==> config.mk <==
export PLATFORM = sky130hd
export DESIGN_NAME = vc_controller
export DESIGN_NICKNAME = d
export VERILOG_FILES = /design/src/rtl/vc_controller.sv
export SDC_FILE = /design/constraint.sdc
export NUM_CORES = 1
export LEC_CHECK = 0
export ABC_AREA = 1
export BUFFER_PORTS_ARGS = -buffer_cell sky130_fd_sc_hd__buf_2
export CAP_MARGIN = 40
export CORE_AREA = 3 3 153 155
export CTS_CLUSTER_SIZE = 30
export DETAILED_ROUTE_END_ITERATION = 16
export DIE_AREA = 0 0 156 158
export GPL_ROUTABILITY_DRIVEN = 0
export PLACE_DENSITY = 0.61
export SYNTH_ARGS = -nofsm -noshare
export SYNTH_HDL_FRONTEND = slang
export SYNTH_SLANG_ARGS = --single-unit
==> constraint.sdc <==
create_clock -name i_clk -period 1.8 [get_ports i_clk]
set_input_delay 0.09 -clock i_clk [delete_from_list [all_inputs] [get_ports i_clk]]
set_output_delay 0.09 -clock i_clk [all_outputs]
set_load 0.02 [all_outputs]
==> src/rtl/vc_controller.sv <==
// Control FSM for an 8-way fully-associative victim cache: serves L1 lookups (swap-out on hit)
// and L1 victim inserts, writing a dirty VC victim back to memory before overwriting its way.
//
// state   | meaning
// IDLE    | wait for l1 read (priority) or write; register request tag
// LOOKUP  | tag compare and array read strobes active
// COMPARE | lookup: resolve hit; insert: pick target way
// WB      | dirty victim writeback, wait for pmem_resp
// INSERT  | load tag/data/metadata of the target way
// RESP    | one-cycle completion pulse, hit/hit_dirty valid
module vc_controller #(
  parameter int S_OFFSET         = 5,
  parameter int TAG_WIDTH        = 27,
  parameter int SIZE_OF_VC       = 8,
  parameter int NUM_MUX_SEL_BITS = 4,
  parameter int NUM_OF_PLRU_BITS = 3
) (
  input  logic                              i_clk,
  input  logic                              i_rst_n,
  input  logic                              i_l1_vc_read,
  input  logic                              i_l1_vc_write,
  input  logic [31:0]                       i_l1_vc_address,
  input  logic                              i_l1_vc_dirty,
  output logic                              o_vc_resp,
  output logic                              o_vc_hit,
  output logic                              o_vc_hit_dirty,
  input  logic [SIZE_OF_VC-1:0]             i_vc_tag_hit,
  input  logic [SIZE_OF_VC-1:0]             i_vc_valid_dataout,
  input  logic [SIZE_OF_VC-1:0]             i_vc_dirty_dataout,
  input  logic [NUM_OF_PLRU_BITS-1:0]       i_vc_plru_dataout,
  input  logic [TAG_WIDTH*SIZE_OF_VC-1:0]   i_vc_tag_dataout,
  output logic                              o_vc_tag_cmp,
  output logic                              o_vc_datastore_read,
  output logic                              o_vc_valid_read,
  output logic                              o_vc_dirty_read,
  output logic                              o_vc_plru_read,
  output logic                              o_vc_tag_write,
  output logic [TAG_WIDTH-1:0]              o_vc_tag_store_datain,
  output logic [SIZE_OF_VC-1:0]             o_vc_tag_store_ld_mask,
  output logic [SIZE_OF_VC-1:0]             o_vc_datastore_ld_mask,
  output logic [SIZE_OF_VC-1:0]             o_vc_valid_ld,
  output logic [SIZE_OF_VC-1:0]             o_vc_dirty_ld,
  output logic                              o_vc_valid_datain,
  output logic                              o_vc_dirty_datain,
  output logic                              o_vc_plru_ld,
  output logic [NUM_OF_PLRU_BITS-1:0]       o_vc_plru_datain,
  output logic [NUM_MUX_SEL_BITS-1:0]       o_vc_datamux_sel,
  output logic                              o_pmem_write,
  output logic [31:0]                       o_pmem_address,
  input  logic                              i_pmem_resp
);

  typedef enum logic [2:0] {
    S_IDLE, S_LOOKUP, S_COMPARE, S_RESP, S_WB, S_INSERT
  } state_t;

  state_t                      r_state;
  logic                        r_is_insert;
  logic [TAG_WIDTH-1:0]        r_tag;
  logic [NUM_OF_PLRU_BITS-1:0] r_way;

  logic [SIZE_OF_VC-1:0]       w_hit_vec;
  logic                        w_hit;
  logic [NUM_OF_PLRU_BITS-1:0] w_hit_way;
  logic [SIZE_OF_VC-1:0]       w_invalid;
  logic [NUM_OF_PLRU_BITS-1:0] w_ins_way;
  logic                        w_victim_dirty;
  logic [TAG_WIDTH-1:0]        w_victim_tag;
  logic [NUM_OF_PLRU_BITS-1:0] w_load_way;
  logic [SIZE_OF_VC-1:0]       w_load_mask;
  logic                        w_unused;

  function automatic logic [NUM_OF_PLRU_BITS-1:0] f_low_idx(input logic [SIZE_OF_VC-1:0] v);
    f_low_idx = '0;
    for (int i = SIZE_OF_VC - 1; i >= 0; i--)
      if (v[i]) f_low_idx = i[NUM_OF_PLRU_BITS-1:0];
  endfunction

  function automatic logic [SIZE_OF_VC-1:0] f_onehot(input logic [NUM_OF_PLRU_BITS-1:0] w);
    f_onehot    = '0;
    f_onehot[w] = 1'b1;
  endfunction

  assign w_hit_vec      = i_vc_tag_hit & i_vc_valid_dataout;
  assign w_hit          = |w_hit_vec;
  assign w_hit_way      = f_low_idx(w_hit_vec);
  assign w_invalid      = ~i_vc_valid_dataout;
  assign w_ins_way      = (|w_invalid) ? f_low_idx(w_invalid) : i_vc_plru_dataout;
  assign w_victim_dirty = i_vc_valid_dataout[w_ins_way] & i_vc_dirty_dataout[w_ins_way];
  assign w_victim_tag   = i_vc_tag_dataout[TAG_WIDTH*w_ins_way +: TAG_WIDTH];
  // After a writeback the target way is already latched; otherwise it is being resolved now.
  assign w_load_way     = (r_state == S_WB) ? r_way : w_ins_way;
  assign w_load_mask    = f_onehot(w_load_way);
  assign w_unused       = ^i_l1_vc_address[S_OFFSET-1:0];

  assign o_vc_tag_store_datain = r_tag;
  assign o_vc_datamux_sel      = {{(NUM_MUX_SEL_BITS-NUM_OF_PLRU_BITS){1'b0}}, r_way};

  always_ff @(posedge i_clk or negedge i_rst_n) begin
    if (!i_rst_n) begin
      r_state                <= S_IDLE;
      r_is_insert            <= 1'b0;
      r_tag                  <= '0;
      r_way                  <= '0;
      o_vc_resp              <= 1'b0;
      o_vc_hit               <= 1'b0;
      o_vc_hit_dirty         <= 1'b0;
      o_vc_tag_cmp           <= 1'b0;
      o_vc_datastore_read    <= 1'b0;
      o_vc_valid_read        <= 1'b0;
      o_vc_dirty_read        <= 1'b0;
      o_vc_plru_read         <= 1'b0;
      o_vc_tag_write         <= 1'b0;
      o_vc_tag_store_ld_mask <= '0;
      o_vc_datastore_ld_mask <= '0;
      o_vc_valid_ld          <= '0;
      o_vc_dirty_ld          <= '0;
      o_vc_valid_datain      <= 1'b0;
      o_vc_dirty_datain      <= 1'b0;
      o_vc_plru_ld           <= 1'b0;
      o_vc_plru_datain       <= '0;
      o_pmem_write           <= 1'b0;
      o_pmem_address         <= '0;
    end else begin
      o_vc_resp              <= 1'b0;
      o_vc_hit               <= 1'b0;
      o_vc_hit_dirty         <= 1'b0;
      o_vc_tag_cmp           <= 1'b0;
      o_vc_datastore_read    <= 1'b0;
      o_vc_valid_read        <= 1'b0;
      o_vc_dirty_read        <= 1'b0;
      o_vc_plru_read         <= 1'b0;
      o_vc_tag_write         <= 1'b0;
      o_vc_tag_store_ld_mask <= '0;
      o_vc_datastore_ld_mask <= '0;
      o_vc_valid_ld          <= '0;
      o_vc_dirty_ld          <= '0;
      o_vc_valid_datain      <= 1'b0;
      o_vc_dirty_datain      <= 1'b0;
      o_vc_plru_ld           <= 1'b0;
      o_vc_plru_datain       <= '0;

      case (r_state)
        S_IDLE: begin
          if (i_l1_vc_read) begin
            r_tag               <= i_l1_vc_address[31:S_OFFSET];
            r_is_insert         <= 1'b0;
            o_vc_tag_cmp        <= 1'b1;
            o_vc_datastore_read <= 1'b1;
            o_vc_valid_read     <= 1'b1;
            o_vc_dirty_read     <= 1'b1;
            o_vc_plru_read      <= 1'b1;
            r_state             <= S_LOOKUP;
          end else if (i_l1_vc_write) begin
            r_tag       <= i_l1_vc_address[31:S_OFFSET];
            r_is_insert <= 1'b1;
            r_state     <= S_COMPARE;
          end
        end

        S_LOOKUP: r_state <= S_COMPARE;

        S_COMPARE: begin
          if (!r_is_insert) begin
            r_way     <= w_hit_way;
            o_vc_resp <= 1'b1;
            o_vc_hit  <= w_hit;
            if (w_hit) begin
              // Line moves back to L1, so the VC copy is invalidated.
              o_vc_hit_dirty    <= i_vc_dirty_dataout[w_hit_way];
              o_vc_valid_ld     <= f_onehot(w_hit_way);
              o_vc_valid_datain <= 1'b0;
              o_vc_plru_ld      <= 1'b1;
              o_vc_plru_datain  <= w_hit_way;
            end
            r_state <= S_RESP;
          end else begin
            r_way <= w_ins_way;
            if (w_victim_dirty) begin
              o_pmem_write   <= 1'b1;
              o_pmem_address <= {w_victim_tag, {S_OFFSET{1'b0}}};
              r_state        <= S_WB;
            end else begin
              o_vc_tag_write         <= 1'b1;
              o_vc_tag_store_ld_mask <= w_load_mask;
              o_vc_datastore_ld_mask <= w_load_mask;
              o_vc_valid_ld          <= w_load_mask;
              o_vc_dirty_ld          <= w_load_mask;
              o_vc_valid_datain      <= 1'b1;
              o_vc_dirty_datain      <= i_l1_vc_dirty;
              o_vc_plru_ld           <= 1'b1;
              o_vc_plru_datain       <= w_load_way;
              r_state                <= S_INSERT;
            end
          end
        end

        S_WB: begin
          if (i_pmem_resp) begin
            o_pmem_write           <= 1'b0;
            o_pmem_address         <= '0;
            o_vc_tag_write         <= 1'b1;
            o_vc_tag_store_ld_mask <= w_load_mask;
            o_vc_datastore_ld_mask <= w_load_mask;
            o_vc_valid_ld          <= w_load_mask;
            o_vc_dirty_ld          <= w_load_mask;
            o_vc_valid_datain      <= 1'b1;
            o_vc_dirty_datain      <= i_l1_vc_dirty;
            o_vc_plru_ld           <= 1'b1;
            o_vc_plru_datain       <= w_load_way;
            r_state                <= S_INSERT;
          end
        end

        S_INSERT: begin
          o_vc_resp <= 1'b1;
          r_state   <= S_RESP;
        end

        S_RESP:  r_state <= S_IDLE;

        default: r_state <= S_IDLE;
      endcase
    end
  end

  a_single_hit: assert property (@(posedge i_clk) disable iff (!i_rst_n)
    (r_state == S_COMPARE && !r_is_insert) |-> $onehot0(w_hit_vec));

endmodule
==> flow_results.org, run 1 <==
** Status
- Outcome :: completed

** Synth
- Most area-hungry cell type in the Yosys netlist :: sky130_fd_sc_hd__dfrtp_1
- Netlist cell types :: 36
- Number of synthesized flops with an enable pin :: 0
- After synthesis, the most frequently instantiated cells are sky130_fd_sc_hd__nand3_1, sky130_fd_sc_hd__nand2_1, sky130_fd_sc_hd__inv_1, sky130_fd_sc_hd__dfrtp_1, sky130_fd_sc_hd__nor2_1.
- Among all cell types in the netlist, the one instantiated most often is sky130_fd_sc_hd__nand3_1.
- Synthesis inferred just under 90 register bits.
- For this run, the register share of the synthesized area comes to between 30 and 40%.
- Average footprint of a synthesized cell :: approximately 6.3 sq um
- Number of warnings issued by yosys :: 0
- Flip-flop cell with the highest count after synthesis :: sky130_fd_sc_hd__dfrtp_1
- Instance count of the mapped netlist :: between 1,000 and 1,500
- Cells taking the most area after synthesis :: sky130_fd_sc_hd__dfrtp_1, sky130_fd_sc_hd__nand3_1, sky130_fd_sc_hd__nand2_1, sky130_fd_sc_hd__inv_1, sky130_fd_sc_hd__mux2_2
- The mapped netlist covers ~7100 sq um.
- Async SR Flop Fraction :: 100%
- The share of synthesized area in the top cell type comes to a little under a third.

** Detailed routing
- After detailed routing, the number of remaining DRC violations is 0.
- The count of nets left with antenna violations once routing finished came out at 0.
- After detailed routing, the wire length on met1 is 11,900 um.
- Met2 wire len :: 13,700 um
- Vias per std cell :: 4.70
- Top Layer Used :: met5
- The pre-antenna-repair detailed-routing pass consisted of 4 iterations.
- The routed design has around 28,000 um of wire.
- Detailed routing inserted a total of 8,553 vias.
- Met3 wire length :: roughly 1500 um
- Wire length per cell :: approximately 15 um
- The first routing iteration left 486 violations.

** Pwr
- Power density normalized to cell area :: 988 nW/um^2
- The analysis attributes to net switching a power of between 4 and 5 mW.
- Per report_power, the sequential group accounts for 31.3% of the total.
- The clock network is responsible for a little under a fifth of the overall power.
- IR analysis of the VDD net gives a maximum drop of 0.532 mV.
- Switching power share of the total :: a little over two fifths
- Cell Int Power :: approximately 5.7 mW
- Of the total power, combinational logic draws 49.9%.
- Leakage power :: approximately 6.3 nW

** Critical path
- Worst setup path endpoint :: o_pmem_address[18]$_DFFE_PN0P_
- The setup check on the worst reg-to-reg path leaves a slack of roughly 140 ps.
- In this run the critical register-to-register path is launched from r_state[0]$_DFFE_PN0P_.
- WP data required :: roughly 2000 ps
- For the worst setup path, the data arrival time is 1900 ps.
- Setup crit start kind :: register
- Critical path class :: reg -> reg
- Maximum fanout along the worst path :: 28
- The number of cells on the worst reg-to-reg path is 11.
- Critical path endpoint category :: register
- The endpoint identified for the worst register-to-register timing path is o_pmem_address[18]$_DFFE_PN0P_.
- The critical path starts at r_state[0]$_DFFE_PN0P_.

** Clock tree
- Counting every sink on the clock net gives about 90.
- TritonCTS created 9 clock buffers.
- The root buffer cell chosen for the clock tree is sky130_fd_sc_hd__clkbuf_16.
- The H-tree was split into 3 levels.
- Clock latency of the later-clocked register in the worst-skew pair :: between 300 and 400 ps
- The clock passes through at most 2 buffers.
- Clock tree from TritonCTS :: built
- Clock transition time at the flip-flop clock pins of the worst setup and hold paths :: ~70 ps

** STA
- Tmin final :: 1660 ps
- Minimum hold slack :: about 60 ps
- The number of pins with negative max-slew slack in the final report was 0.
- For this run, the top clock speed supported by timing is 602 MHz.
- The final hold violation count was 0.
- # setup viols final :: 0
- Unrepaired setup endpoints after global routing :: yes
- For the final database, setup skew stands at 7.52 ps.
- In the final timing run, aggregate negative setup slack is 0 ps.
- Post-route fraction of the period consumed by the critical path :: between 90 and 100%

** Finish
- Cells with a size suffix above 1 make up between 30% and 40% of the layout.
- For this run, the post-layout net count is roughly 1,800.
- The filler cells instantiated in the layout total between 2,000 and 2,500.
- Compared with the post-synthesis result, the final layout area differs by 43.6%.
- Cell area after layout :: slightly above 10,000 sq um

** Global route
- Global routing used 21.0% of the available tracks.
- The number of global-route vias before repair is between 8,000 and 9,000.
- The first global-routing pass estimated about 41,000 um of wire.
- Antenna violations before repair :: 7
- Global routing finished with a remaining overflow of 0.
- Largest net degree at the start of global routing :: 50

** Worst hold path
- The min-delay analysis places its worst path in the category in -> reg.

** Die
- The floorplan step set the die width to ~160 um.
- Starting utilization of the core area :: approximately a third
- The initialized floorplan defines 54 standard-cell rows.
- Die H :: about 160 um
- The floorplan step defined a die boundary enclosing ~25,000 sq um.
- Core Region :: ~22,000 sq um
- In this run the count of I/O pins placed on the die edge is between 300 and 400.

** Placed design
- In this run the cell area measured after placement is between 9000 and 10,000 sq um.
- Summed over all nets, the half-perimeter wirelength after detailed placement is 21,300 um.
- Count of buffers inserted at the top-level ports :: 380

** Flow run
- The tool flagged a number of max-cap violations equal to 0.
[worst max-delay path: stages (launching register included)]
cell,delay (ps)
sky130_fd_sc_hd__dfrtp_1,380
sky130_fd_sc_hd__nor2_1,100
sky130_fd_sc_hd__inv_1,60
sky130_fd_sc_hd__nor2_1,160
sky130_fd_sc_hd__inv_1,80
sky130_fd_sc_hd__o22ai_1,110
sky130_fd_sc_hd__buf_4,160
sky130_fd_sc_hd__a21oi_4,40
sky130_fd_sc_hd__buf_12,140
sky130_fd_sc_hd__buf_16,160
sky130_fd_sc_hd__nand3_1,90
sky130_fd_sc_hd__nand2_1,60
[worst min-delay path by stage]
stage	startpoint	to	slack (ps)	cells after the start
2_1_floorplan	i_rst_n	o_pmem_address[10]$_DFFE_PN0P_	-210	0
3_3_place_gp	i_rst_n	o_vc_tag_store_datain[5]$_DFFE_PN0P_	1	1
3_5_place_dp	i_rst_n	o_vc_tag_store_datain[26]$_DFFE_PN0P_	2	1
4_1_cts	i_vc_dirty_dataout[0]	o_vc_hit_dirty$_DFF_PN0_	50	3
5_1_grt	i_vc_dirty_dataout[0]	o_vc_hit_dirty$_DFF_PN0_	70	3
6_report	i_vc_dirty_dataout[0]	o_vc_hit_dirty$_DFF_PN0_	60	3
[flip-flops by register name, summed over array words and instances, names as in the netlist]
| register | count |
|---|---|
| o_vc_tag_store_datain | 27 |
| o_vc_resp | 1 |
| o_vc_hit | 1 |
| o_vc_hit_dirty | 1 |
| o_vc_plru_datain | 3 |
| o_pmem_address | 27 |
| r_is_insert | 1 |
| o_vc_valid_ld | 8 |
| o_vc_plru_ld | 1 |
| r_way | 3 |
| o_vc_valid_datain | 1 |
| o_vc_dirty_ld | 8 |
| o_vc_dirty_datain | 1 |
| r_state | 3 |
| o_pmem_write | 1 |
| o_vc_plru_read | 1 |
[final cells by class]
cell class / instances / area, sq um / share of cell area, %
antenna: 6 / 15.0 / 0.147
clock buffer: 9 / 225 / 2.20
clock inverter: 7 / 75.1 / 0.734
inverter: 228 / 856 / 8.37
multi-input combinational: 722 / 3560 / 34.9
sequential: 88 / 2200 / 21.5
tap: 280 / 350 / 3.43
timing repair buffer: 478 / 2940 / 28.7
[cells by family after synthesis]
kind of cell	Yosys count	share of synthesized area, %
other cells	1	0.0527
mux	27	4.27
simple gates	662	41.9
flops	88	30.9
buf+inv	323	20.3
compound gates	26	2.51
[layer usage]
| metal | GRT usage (%) | vias up |
|---|---|---|
| li1 | - | 4271 |
| met1 | 26.8 | 3948 |
| met2 | 36.5 | 294 |
| met3 | 3.28 | 38 |
| met4 | 6.90 | 2 |
| met5 | 0 | - |
[cell usage in the layout (no fill, tap or decap), types with 2 or more instances in the layout]
master,netlist,final
sky130_fd_sc_hd__a21oi_1,4,4
sky130_fd_sc_hd__buf_12,0,16
sky130_fd_sc_hd__buf_2,36,379
sky130_fd_sc_hd__buf_4,32,52
sky130_fd_sc_hd__clkbuf_16,0,9
sky130_fd_sc_hd__conb_1,1,6
sky130_fd_sc_hd__dfrtp_1,88,88
sky130_fd_sc_hd__diode_2,0,6
sky130_fd_sc_hd__dlygate4sd3_1,0,30
sky130_fd_sc_hd__inv_1,223,220
sky130_fd_sc_hd__inv_2,4,7
sky130_fd_sc_hd__inv_8,0,3
sky130_fd_sc_hd__mux2_2,27,27
sky130_fd_sc_hd__nand2_1,283,282
sky130_fd_sc_hd__nand2_2,4,3
sky130_fd_sc_hd__nand2_4,1,3
sky130_fd_sc_hd__nand3_1,287,287
sky130_fd_sc_hd__nand3b_1,27,27
sky130_fd_sc_hd__nor2_1,51,49
sky130_fd_sc_hd__nor2_2,3,5
sky130_fd_sc_hd__nor3_1,3,3
sky130_fd_sc_hd__o21ai_0,3,3
sky130_fd_sc_hd__o21ai_2,3,2
sky130_fd_sc_hd__o21ai_4,0,2
sky130_fd_sc_hd__o21bai_1,2,2
sky130_fd_sc_hd__o221ai_1,2,2
sky130_fd_sc_hd__o22ai_1,3,3
[per-stage QoR]
step                      instances  power [mW]  setup WS [ps]  util, %
after detailed placement       1764        8.08           -103     43.5
after floorplan                1132        6.17           71.1        -
after global routing           1818        10.8          -4.98     46.5
final                          1818        10.1            138     46.5
after global placement         1764        7.99          -20.3     43.5
after CTS                      1810        10.1           32.5     46.3
[power by group through the flow]
stage / sequential [mW] / clock, mW / combinational [mW]
floorplan: 4.00 / 0 / 2.17
global placement: 3.16 / 0 / 4.83
detailed placement: 3.18 / 0 / 4.90
CTS: 3.15 / 1.97 / 4.97
global route: 3.25 / 2.04 / 5.52
finish: 3.16 / 1.90 / 5.04
[repair_timing]
action / 4_1_cts / 5_1_grt
gates resized for setup: 1 / 8
pin swaps: 0 / 2
gates cloned: 0 / 1
hold buffers: 30 / 0
endpoints found under the setup margin: 3 / 45
setup buffers: 0 / 1
endpoints found under the hold margin: 100 / 0
Note: power is estimated with default switching activity, not from simulation.
==> run 2, diff against run 1 <==
--- a/config.mk
+++ b/config.mk
@@ -13,7 +13,7 @@
 export DETAILED_ROUTE_END_ITERATION = 16
 export DIE_AREA = 0 0 156 158
 export GPL_ROUTABILITY_DRIVEN = 0
-export PLACE_DENSITY = 0.61
+export PLACE_DENSITY_LB_ADDON = 0.2
 export SYNTH_ARGS = -nofsm -noshare
 export SYNTH_HDL_FRONTEND = slang
 export SYNTH_SLANG_ARGS = --single-unit
==> constraint.sdc (replaced) <==
create_clock -name i_clk -period 1.8 [get_ports i_clk]
set_input_delay 0.18 -clock i_clk [delete_from_list [all_inputs] [get_ports i_clk]]
set_output_delay 0.18 -clock i_clk [all_outputs]
set_load 0.02 [all_outputs]
==> run 2 against run 1 <==
  * Wire length is 2.3% higher
  * Non-clock buffer count is 21 lower
  * Sequential share of layout area up 0.42 points
  * Sequential cell count is the same
  * Sequential power about the same
  * Combinational power up 2%
  * Global-route usage rose by 0.83 points
  * First-iteration DRC count down 1.9%
  * Final area is 1.9% lower
  * Die area is the same
  * Clock skew about the same
  * Worst setup slack worse by 34 ps
  * Critical path type unchanged
==> flow_results.org, run 2 (synthesis gave the netlist of run 1 again) <==
** Status
- Outcome :: completed (unchanged)

** Clock tree
- The H-tree depth reported by CTS came to 3 (unchanged).
- Clock transition time at the flip-flop clock pins of the worst setup and hold paths :: 60 ps (was 70 ps)
- TritonCTS Buffers :: 9 (unchanged)
- The root buffer selected by CTS is sky130_fd_sc_hd__clkbuf_16 (unchanged).
- Clock tree from TritonCTS :: built (unchanged)
- The clock latency at the later pin of the worst-skew pair was 350 ps (about the same).
- Clock Sinks :: 88 (unchanged)
- Max Buffers Root-to-Sink :: 2 (unchanged)

** Finish
- The final core utilization is 45.7% (was 46.5%).
- Final net count :: 1,786 (was 1,808)
- Number of fillers in the final layout :: 2,376 (was 2,287)
- The fraction of layout cells with a size suffix above 1 came to 34.9% (was 33.8%).
- Area growth syn-to-layout :: 40.8% (was 43.6%)
- Highest-count cells in the layout ignoring fill and taps: sky130_fd_sc_hd__buf_2, sky130_fd_sc_hd__nand3_1, sky130_fd_sc_hd__nand2_1 (unchanged).
- The most frequent standard cell in the layout excluding fill and tap cells was sky130_fd_sc_hd__buf_2 (unchanged).

** Critical path
- Setup crit start kind :: register (unchanged)
- Critical path class :: reg -> reg (unchanged)
- Critical path endpoint category :: register (unchanged)
- The worst path required time was 2080 ps (was 2040 ps).
- Maximum fanout along the worst path :: 12 (was 28)
- Arrival time of data at the critical path endpoint :: 1980 ps (was 1900 ps)
- Cell depth of the worst flop-to-flop path :: 12 (was 11)

** Pwr
- Power density normalized to cell area :: 1010 nW/um^2 (was 988 nW/um^2)
- The logic gate share of total power came to 51.0% (was 49.9%).
- The clock network fraction of total power came to 17.8% (was 18.8%).
- The overall power of the completed layout is 10.1 mW (about the same).
- The peak ir drop on the vdd network came to 0.482 mV (was 0.532 mV).
- Cell Int Power :: 5.78 mW (was 5.72 mW)
- Switching power share of the total :: 42.8% (was 43.3%)
- Leakage power :: 6.26 nW (was 6.35 nW)
- The net switching power of the design is 4.33 mW (was 4.38 mW).
- Part of the power in registers :: 31.2% (was 31.3%)

** Placed design
- The count of input and output buffers was 380 (unchanged).
- Post-detail-place hpwl :: 22,600 um (was 21,300 um)

** STA
- Tmin final :: 1700 ps (was 1660 ps)
- Max-slew violations :: 0 (unchanged)
- The worst-case clock skew is 7.35 ps (was 7.52 ps).
- The final hold violation count came to 0 (unchanged).
- Post-route fraction of the period consumed by the critical path :: 94.2% (was 92.3%)
- The final-report setup violation count came to 0 (unchanged).
- Unrepaired setup endpoints after global routing: yes (unchanged).
- The highest clock frequency the design can meet was 590 MHz (was 602 MHz).

** Detailed routing
- The total iterations of the first detailed-routing run came to 5 (was 4).
- Via count :: 8,514 (was 8,553)
- Vias per std cell :: 4.75 (was 4.70)
- Detailed-route wire length :: 28,300 um (was 27,600 um)
- The post-route antenna net violation count is 0 (unchanged).
- The post-detailed-route DRC marker count is 0 (unchanged).
- The average wire length per cell after detail routing is 15.8 um (was 15.2 um).
- DR iter-0 viols :: 477 (was 486)

** Worst hold path
- Hold Path Cell Cnt :: 2 (was 3)
- The type of the most critical hold path is in -> reg (unchanged).

** Global route
- First-pass GRT wire length :: 42,600 um (was 41,200 um)
- Largest net degree at the start of global routing :: 58 (was 50)
- Gr ovfl total :: 0 (unchanged)
- All-layer global routing usage :: 21.8% (was 21.0%)
- Antenna violations before repair :: 5 (was 7)
- The number of global-route vias before repair was 8,179 (was 8,140).

** Die
- The height of the die came to 158 um (unchanged).
- The die area is 24,600 sq um (unchanged).
- Chip Width :: 156 um (unchanged)
- Top-Level Pins :: 392 (unchanged)
- The number of placement rows was 54 (unchanged).
- Core Region :: 22,000 sq um (unchanged)
- Starting utilization of the core area :: 32.4% (unchanged)

** Flow run
- The max-capacitance violation count is 0 (unchanged).
run 2: cell types whose count changed in the layout (fill, tap and decap cells not counted), moves of 2 or more:
cell | previous run | this run
sky130_fd_sc_hd__diode_2 | 6 | 3
sky130_fd_sc_hd__clkbuf_16 | 9 | 11
sky130_fd_sc_hd__buf_12 | 16 | 18
sky130_fd_sc_hd__inv_8 | 3 | 1
sky130_fd_sc_hd__nor2_4 | 0 | 3
sky130_fd_sc_hd__nor2_1 | 49 | 46
sky130_fd_sc_hd__buf_4 | 52 | 56
sky130_fd_sc_hd__dlygate4sd3_1 | 30 | 1
run 2: per-stage QoR:
stage | setup TNS, ps | instance area, sq um | worst slack (ps) | hold WS [ps] | instances
2_1_floorplan | 0 | 7140 | 71.1 | -116 | 1132
3_3_place_gp | -4020 | 9600 | -151 | 120 | 1769
3_5_place_dp | -7470 | 9600 | -243 | 118 | 1769
5_1_grt | -54.8 | 10000 | -11.8 | 50.7 | 1793
6_report | 0 | 10000 | 104 | 57.1 | 1793
4_1_cts | 0 | 9910 | 43.3 | 39.5 | 1787
run 2: worst paths after layout:
check                                                    start                                   end  slack (ps)
worst min-delay path                              i_l1_vc_read               r_is_insert$_DFFE_PN0P_          60
worst min register to register  o_pmem_address[21]$_DFFE_PN0P_        o_pmem_address[21]$_DFFE_PN0P_         470
worst max-delay path                    r_state[2]$_DFFE_PN0P_        o_pmem_address[19]$_DFFE_PN0P_         100
worst max register to register          r_state[2]$_DFFE_PN0P_        o_pmem_address[19]$_DFFE_PN0P_         100
max in group asynchronous                              i_rst_n        o_pmem_address[16]$_DFFE_PN0P_         890
min in group asynchronous                              i_rst_n  o_vc_tag_store_datain[1]$_DFFE_PN0P_         280
run 2: repair_timing:
| item | 4_1_cts | 5_1_grt |
|---|---|---|
| setup endpoints to repair | 31 | 46 |
| resized for setup | 3 | 13 |
| endpoints found under the hold margin | 23 | 0 |
| gates cloned | 0 | 2 |
| setup buffers | 1 | 1 |
| pin swaps | 1 | 1 |
| hold buffers | 1 | 0 |
run 2: per-layer routing:
metal | global-route usage (%) | vias to the layer above | routed length, um
li1 | - | 4222 | -
met1 | 28.4 | 3948 | 12200
met2 | 37.4 | 305 | 13700
met3 | 4.05 | 35 | 1880
met4 | 5.68 | 4 | 422
met5 | 0 | - | 27
run 2: power by group through the flow:
stage / logic, mW / registers (mW) / clock network (mW)
after floorplan: 2.17 / 4.00 / 0
after global placement: 4.98 / 3.18 / 0
after detailed placement: 5.03 / 3.18 / 0
after CTS: 5.08 / 3.16 / 1.86
final: 5.16 / 3.16 / 1.80
after global routing: 5.67 / 3.25 / 1.94
run 2: worst max-delay path, stage by stage (launching register included):
cell	delay [ps]
sky130_fd_sc_hd__dfrtp_1	400
sky130_fd_sc_hd__nor2_1	90
sky130_fd_sc_hd__inv_1	60
sky130_fd_sc_hd__nor2_1	170
sky130_fd_sc_hd__inv_1	80
sky130_fd_sc_hd__o22ai_1	110
sky130_fd_sc_hd__buf_4	160
sky130_fd_sc_hd__a21oi_4	40
sky130_fd_sc_hd__buf_12	140
sky130_fd_sc_hd__nand2_8	100
sky130_fd_sc_hd__clkbuf_16	170
sky130_fd_sc_hd__nand2_1	50
sky130_fd_sc_hd__nand2_1	50
run 2: layout make-up:
type | count | area [sq um] | area share, %
Inverter | 228 | 856 | 8.54
Tap cell | 280 | 350 | 3.49
Timing Repair Buffer | 457 | 2750 | 27.4
Sequential cell | 88 | 2200 | 22.0
Multi-Input combinational cell | 721 | 3580 | 35.7
Clock inverter | 6 | 52.6 | 0.524
Clock buffer | 10 | 229 | 2.28
Antenna cell | 3 | 7.51 | 0.0749
